===== src/rtl/light_pattern_player.sv =====
// Plays a stored LED pattern sequence from the pattern memory s2 port, one word per dwell period.
// Latency: start sampled in cycle S -> first read in S+1, first pattern (with strobe) in S+3.
// Backpressure: none; the memory is always ready, and start is ignored while busy.
module light_pattern_player #(
    parameter int ADDR_W  = 7,
    parameter int DATA_W  = 32,
    parameter int DWELL_W = 24
) (
    input  logic               clk,
    input  logic               reset_n,
    input  logic               start,
    input  logic               stop,
    input  logic               loop,
    input  logic [ADDR_W-1:0]  base_addr,
    input  logic [ADDR_W:0]    length,
    input  logic [DWELL_W-1:0] dwell,
    output logic [ADDR_W-1:0]  mem_address,
    output logic               mem_chipselect,
    output logic               mem_write,
    output logic               mem_clken,
    input  logic [DATA_W-1:0]  mem_readdata,
    output logic [DATA_W-1:0]  pattern,
    output logic               pattern_strobe,
    output logic               busy,
    output logic               done
);

    typedef enum logic [1:0] {
        ST_IDLE  = 2'd0,
        ST_FETCH = 2'd1,
        ST_HOLD  = 2'd2
    } state_t;

    state_t state, state_nxt;

    logic [ADDR_W-1:0]  cfg_base;
    logic [ADDR_W-1:0]  cfg_last;
    logic               cfg_loop;
    logic [DWELL_W-1:0] cfg_dm1;
    logic [DWELL_W-1:0] cfg_dm2;

    logic [ADDR_W-1:0]  idx;
    logic [DWELL_W-1:0] cnt;
    logic               tail;
    logic               rd_pend;
    logic [ADDR_W-1:0]  addr_q;
    logic               cs_q;
    logic [DATA_W-1:0]  pattern_q;
    logic               strobe_q;
    logic               done_q;

    logic               accept;
    logic               fetch_go;
    logic               tail_set;
    logic               finish;
    logic               abort;
    logic               last_entry;
    logic [ADDR_W-1:0]  idx_nxt;
    logic [ADDR_W-1:0]  len_last;
    logic [DWELL_W-1:0] dwell_eff;

    // length 0 and length 2^ADDR_W both truncate to a last index of all-ones
    assign len_last   = ADDR_W'(length - (ADDR_W+1)'(1));
    assign dwell_eff  = (dwell < DWELL_W'(2)) ? DWELL_W'(2) : dwell;
    assign last_entry = (idx == cfg_last);
    assign idx_nxt    = last_entry ? '0 : idx + ADDR_W'(1);
    assign abort      = stop && (state != ST_IDLE);

    always_ff @(posedge clk or negedge reset_n) begin
        if (!reset_n) begin
            state <= ST_IDLE;
        end else begin
            state <= state_nxt;
        end
    end

    // cnt runs 0..D-1 in HOLD, starting the cycle after the first read; the
    // prefetch slot (D-2) lines the next word up with the last dwell cycle.
    always_comb begin
        state_nxt = state;
        accept    = 1'b0;
        fetch_go  = 1'b0;
        tail_set  = 1'b0;
        finish    = 1'b0;
        case (state)
            ST_IDLE: begin
                if (start && !stop) begin
                    accept    = 1'b1;
                    state_nxt = ST_FETCH;
                end
            end
            ST_FETCH: begin
                state_nxt = stop ? ST_IDLE : ST_HOLD;
            end
            ST_HOLD: begin
                if (stop) begin
                    state_nxt = ST_IDLE;
                end else if (tail && (cnt == '0)) begin
                    finish    = 1'b1;
                    state_nxt = ST_IDLE;
                end else if (!tail && (cnt == cfg_dm2)) begin
                    if (last_entry && !cfg_loop) begin
                        tail_set = 1'b1;
                    end else begin
                        fetch_go = 1'b1;
                    end
                end
            end
            default: begin
                state_nxt = ST_IDLE;
            end
        endcase
    end

    always_ff @(posedge clk or negedge reset_n) begin
        if (!reset_n) begin
            cfg_base  <= '0;
            cfg_last  <= '0;
            cfg_loop  <= 1'b0;
            cfg_dm1   <= '0;
            cfg_dm2   <= '0;
            idx       <= '0;
            cnt       <= '0;
            tail      <= 1'b0;
            rd_pend   <= 1'b0;
            addr_q    <= '0;
            cs_q      <= 1'b0;
            pattern_q <= '0;
            strobe_q  <= 1'b0;
            done_q    <= 1'b0;
        end else begin
            cs_q <= 1'b0;
            if (accept) begin
                cfg_base <= base_addr;
                cfg_last <= len_last;
                cfg_loop <= loop;
                cfg_dm1  <= dwell_eff - DWELL_W'(1);
                cfg_dm2  <= dwell_eff - DWELL_W'(2);
                idx      <= '0;
                addr_q   <= base_addr;
                cs_q     <= 1'b1;
            end else if (fetch_go) begin
                idx    <= idx_nxt;
                addr_q <= cfg_base + idx_nxt;
                cs_q   <= 1'b1;
            end

            if (accept) begin
                tail <= 1'b0;
            end else if (tail_set) begin
                tail <= 1'b1;
            end

            if (state == ST_FETCH) begin
                cnt <= '0;
            end else if (state == ST_HOLD) begin
                cnt <= (cnt == cfg_dm1) ? '0 : cnt + DWELL_W'(1);
            end

            // a read in flight when stop arrives is dropped so pattern stays frozen
            rd_pend  <= cs_q && !abort;
            strobe_q <= rd_pend && !abort;
            if (rd_pend && !abort) begin
                pattern_q <= mem_readdata;
            end

            done_q <= finish;
        end
    end

    assign mem_address    = addr_q;
    assign mem_chipselect = cs_q;
    assign mem_write      = 1'b0;
    assign mem_clken      = 1'b1;
    assign pattern        = pattern_q;
    assign pattern_strobe = strobe_q;
    assign busy           = (state != ST_IDLE);
    assign done           = done_q;

endmodule


===== config.mk =====
export PLATFORM = sky130hd
export DESIGN_NAME = light_pattern_player
export DESIGN_NICKNAME = d
export VERILOG_FILES = /design/src/rtl/light_pattern_player.sv
export SDC_FILE = /design/constraint.sdc
export NUM_CORES = 1
export LEC_CHECK = 0
export CAP_MARGIN = 20
export CORE_MARGIN = 2
export CORE_UTILIZATION = 30
export DETAILED_ROUTE_END_ITERATION = 7
export PLACE_DENSITY = 0.57
export SLEW_MARGIN = 20
export SYNTH_ARGS = -nofsm -noshare
export SYNTH_HDL_FRONTEND = slang
export SYNTH_SLANG_ARGS = --single-unit

===== constraint.sdc =====
create_clock -name clk -period 6.15 [get_ports clk]
set_clock_uncertainty 0.2 [all_clocks]
set_input_delay 0.9225 -clock clk [delete_from_list [all_inputs] [get_ports clk]]
set_output_delay 0.9225 -clock clk [all_outputs]
set_load 0.01 [all_outputs]

==> flow_metrics.py <==
metrics = {
    "floorplanning": {
        "die_area_mm2": 0.02701,
        "floorplan.initialDensity_pct": 30.63,
        "die-height_um": 164.4,
        "chipWidth_um": 164.4,
        "io_pins": 121,
        "core_region_area_mm2": 0.02518,
        "std_cell_rows": 58,
    },
    "synth": {
        "syn_inst": 799,
        "synth_xor_xnor_area_share_pct": 12.91,
        "yosysTopAreaCell": "sky130_fd_sc_hd__dfrtp_1",
        "synth.area.top_cells": "sky130_fd_sc_hd__dfrtp_1 (45%), sky130_fd_sc_hd__xor2_1 (6.9%), sky130_fd_sc_hd__nand2_1 (6.0%), sky130_fd_sc_hd__xnor2_1 (5.7%), sky130_fd_sc_hd__mux2_2 (4.8%)",
        "synth_edf_count": 0,
        "ys_async_rst_share_pct": 100.0,
        "mux_share_of_post_synthesis_cell_area_pct": 4.947,
        "postSynthRegisterBits": 140,
        "ys_top_cells_by_count": "sky130_fd_sc_hd__dfrtp_1 (140), sky130_fd_sc_hd__nand2_1 (123), sky130_fd_sc_hd__xor2_1 (61)",
        "yosys.area_share.simple_pct": 18.48,
        "synthAdderAreaFrac_pct": 2.855,
        "synthMostInstantiatedCell": "sky130_fd_sc_hd__dfrtp_1",
        "ys.flop_type": "sky130_fd_sc_hd__dfrtp_1",
        "synth_compound_gate_area_share_pct": 10.87,
        "yosys_warnings": 0,
        "synth.top_cell.area_share_pct": 45.42,
        "syn_area_per_cell_um2": 9.654,
        "combinational_family_with_the_most_area_after_synthesis": "simple AND/OR/NAND/NOR gates",
        "synth_seq_area_share_pct": 45.42,
        "syn-num-nets": 892,
        "post_synthesis_cell_type_count": 59,
        "netlist_area_mm2": 0.007714,
    },
    "global_route": {
        "groute.usage.overall_pct": 14.14,
        "number_of_antenna_violations_at_the_first_check_in_global_routing": 0,
        "grt_pass1_wl_um": 30100,
        "maximum_number_of_pins_on_one_net_before_global_route_repair": 107,
        "top_usage_layer": "met2",
        "grt_overflow_total": 0,
        "grt.met1_usage_pct": 19.72,
        "grt_pass1_vias": 5660,
        "global_route.usage.met2_pct": 21.83,
        "met3_usage_pct": 2.146,
    },
    "critical_path": {
        "timing.critical_path.slowest_stage_cell": "sky130_fd_sc_hd__clkdlybuf4s50_1",
        "timing.critical_path.arrival_ns": 4.25,
        "worst_r2r_startpoint": "idx[3]",
        "worst-path-max-fanout": 8,
        "peak_per_stage_delay_on_the_critical_path_ns": 0.69,
        "crit_start_category": "input pin",
        "path_cells": "clkdlybuf4s50_1 -> nor4_1 -> and2_1 -> nand3_1 -> nor2_1 -> nor2_1 -> ha_1 -> or3b_4 -> nor4_1 -> and3_1 -> nand3_1 -> xor2_1 -> o21ai_1",
        "reg2reg_to": "mem_address[6]",
        "crit_cells": 13,
        "criticalPathCategory": "in2reg",
        "critical_path_buf_inv_count": 1,
        "launching_instance_or_port_of_the_critical_path": "dwell[8]",
        "crit_family": "simple AND/OR/NAND/NOR gates",
        "critPathCaptureType": "register",
        "required_time_of_the_worst_setup_path_ns": 6.22,
        "rr_worst_depth": 12,
        "crit_end": "cfg_dm1[23]",
        "rrSetupSlack_ns": 2.71,
    },
    "clocking": {
        "cts_post_setup_buffers_inserted": 0,
        "cts_tree": "done",
        "cts_hold_buffers": 0,
        "clk_latency_ns": 0.41,
        "clock_pin_slew_on_the_worst_setup_and_hold_paths_ns": 0.06,
        "cts.sink_count": 140,
        "ctsRootBufferMaster": "sky130_fd_sc_hd__clkbuf_16",
        "post_cts_resize_count": 0,
        "clock_path_buffers": 2,
        "ctsHtreeMaxLevel": 4,
        "cts-buffers-inserted": 17,
    },
    "power": {
        "power.static_leakage_nw": 4.108,
        "cellPowerDensity_mw_per_mm2": 410.5,
        "power_w": 0.003975,
        "worst_ir_drop_vdd_mv": 0.2179,
    },
    "layout": {
        "layout_cells_excl_fill": 1230,
        "postLayoutCoreUtil_pct": 38.45,
        "final.fill_count": 2495,
        "areaGrowthSynthToFinish_pct": 25.53,
        "drive_above_1_share_pct": 9.333,
        "num-nets-final": 980,
        "n_antenna_cell": 0,
    },
    "sta": {
        "grt_setup_unrepaired": "no",
        "timing.final.hold_violations": 0,
        "max_freq_mhz": 239.3,
        "worst_hold_slack_after_final_layout_ns": 0.2816,
        "final-max-slew-violation-count": 0,
        "final.period_utilization_pct": 67.96,
        "relSlewSlack_pct": 39.23,
        "tns_ns": 0,
        "timing_worst_slew_pin_value_ns": 0.9115,
        "endpoints_failing_setup": 0,
        "layout_min_cycle_time_ns": 4.179,
    },
    "place": {
        "portBuffers": 117,
        "detailedPlacementHpwl_um": 13520,
        "place_congestion": 0.8311,
        "place_inst": 1198,
    },
    "route": {
        "drcViolationCount": 0,
        "via_count": 5883,
        "wl_um": 18520,
        "vias_per_cell": 4.783,
        "ant_nets": 0,
        "avgRoutedWirePerCell_um": 15.06,
        "firstDrtPassIters": 5,
        "dr.first_iter.drc_count": 315,
    },
    "worst_hold_path": {
        "worst_hold_path_type": "reg2reg",
    },
    "run": {
        "maxCapViolations": 0,
    },
    "status": {
        "run_status": "finished clean",
    },
}
-- metrics by stage --
step	setup WS [ns]	instance area, µm²
after floorplan	2.448	7714
after global placement	1.533	9085
after detailed placement	1.500	9085
after CTS	1.945	9683
after global routing	1.707	9683
final	1.971	9683
-- state kept, by name (all words and copies together), names as in the netlist --
register / flops
pattern: 32
cfg_dm1: 24
cfg_dm2: 24
cnt: 24
cfg_base: 7
cfg_last: 7
idx: 7
mem_address: 7
state: 2
cfg_loop: 1
done: 1
mem_chipselect: 1
pattern_strobe: 1
rd_pend: 1
tail: 1
-- how the worst min path moves through the flow --
stage	startpoint	to	slack, ns	cells past startpoint
2_1_floorplan	cfg_base[6]	cfg_base[6]	0.25	1
3_3_place_gp	mem_chipselect	rd_pend	0.27	1
3_5_place_dp	cfg_base[6]	cfg_base[6]	0.27	1
4_1_cts	cfg_base[6]	cfg_base[6]	0.29	1
5_1_grt	pattern[16]	pattern[16]	0.31	1
6_report	cfg_base[6]	cfg_base[6]	0.28	1
-- area by class of cell --
cell class                 count  area, µm²  area share (%)
clock inverter                13      155.1           1.602
sequential                   140       3503           36.18
timing repair buffer         122       1210           12.50
inverter                      19      71.32          0.7365
clock buffer                  19      442.9           4.574
multi-input combinational    587       3887           40.15
tap                          330      412.9           4.264
-- cell families after synthesis --
group           Yosys count
buf+inv                  72
flops                   140
other cells               2
fa+ha+maj                17
simple gates            284
xor+xnor                112
compound gates          138
mux                      34
-- report_power, final --
group | total [W] | internal, W | leakage (nW) | switching [W]
clock network | 0.00104 | 0.000619 | 0.289 | 0.000421
registers | 0.00150 | 0.00127 | 1.77 | 0.000229
logic | 0.00144 | 0.000708 | 2.05 | 0.000729
-- per-layer routing --
metal | vias up | share of wire, %
met3 | 16 | 3.2
li1 | 2943 | -
met5 | - | 0
met2 | 127 | 46
met4 | 0 | 2.1
met1 | 2797 | 48
-- layout by cell type, fill, tap and decap left out, types with 3 or more instances in the layout --
master	instances
sky130_fd_sc_hd__nand2b_1	6
sky130_fd_sc_hd__and2b_1	3
sky130_fd_sc_hd__dfrtp_1	140
sky130_fd_sc_hd__nor3b_1	5
sky130_fd_sc_hd__a21oi_1	17
sky130_fd_sc_hd__nor3_1	10
sky130_fd_sc_hd__nor4_1	18
sky130_fd_sc_hd__nand4_1	14
sky130_fd_sc_hd__inv_1	19
sky130_fd_sc_hd__a211o_1	3
sky130_fd_sc_hd__nor2_1	30
sky130_fd_sc_hd__or3_1	6
sky130_fd_sc_hd__clkbuf_16	17
sky130_fd_sc_hd__clkdlybuf4s50_1	116
sky130_fd_sc_hd__nor4_2	3
sky130_fd_sc_hd__nand3_1	30
sky130_fd_sc_hd__a22oi_1	4
sky130_fd_sc_hd__o21ai_1	8
sky130_fd_sc_hd__nand2_1	122
sky130_fd_sc_hd__and3_1	12
sky130_fd_sc_hd__xnor2_1	50
sky130_fd_sc_hd__nor2b_1	7
sky130_fd_sc_hd__ha_1	16
sky130_fd_sc_hd__a31oi_1	24
sky130_fd_sc_hd__buf_4	5
sky130_fd_sc_hd__mux2_2	33
sky130_fd_sc_hd__and2_1	6
sky130_fd_sc_hd__o211ai_1	7
sky130_fd_sc_hd__inv_6	4
sky130_fd_sc_hd__o21ai_0	57
sky130_fd_sc_hd__xor2_1	61
sky130_fd_sc_hd__o31ai_1	4
No activity file was read; power rests on OpenSTA's default activity.
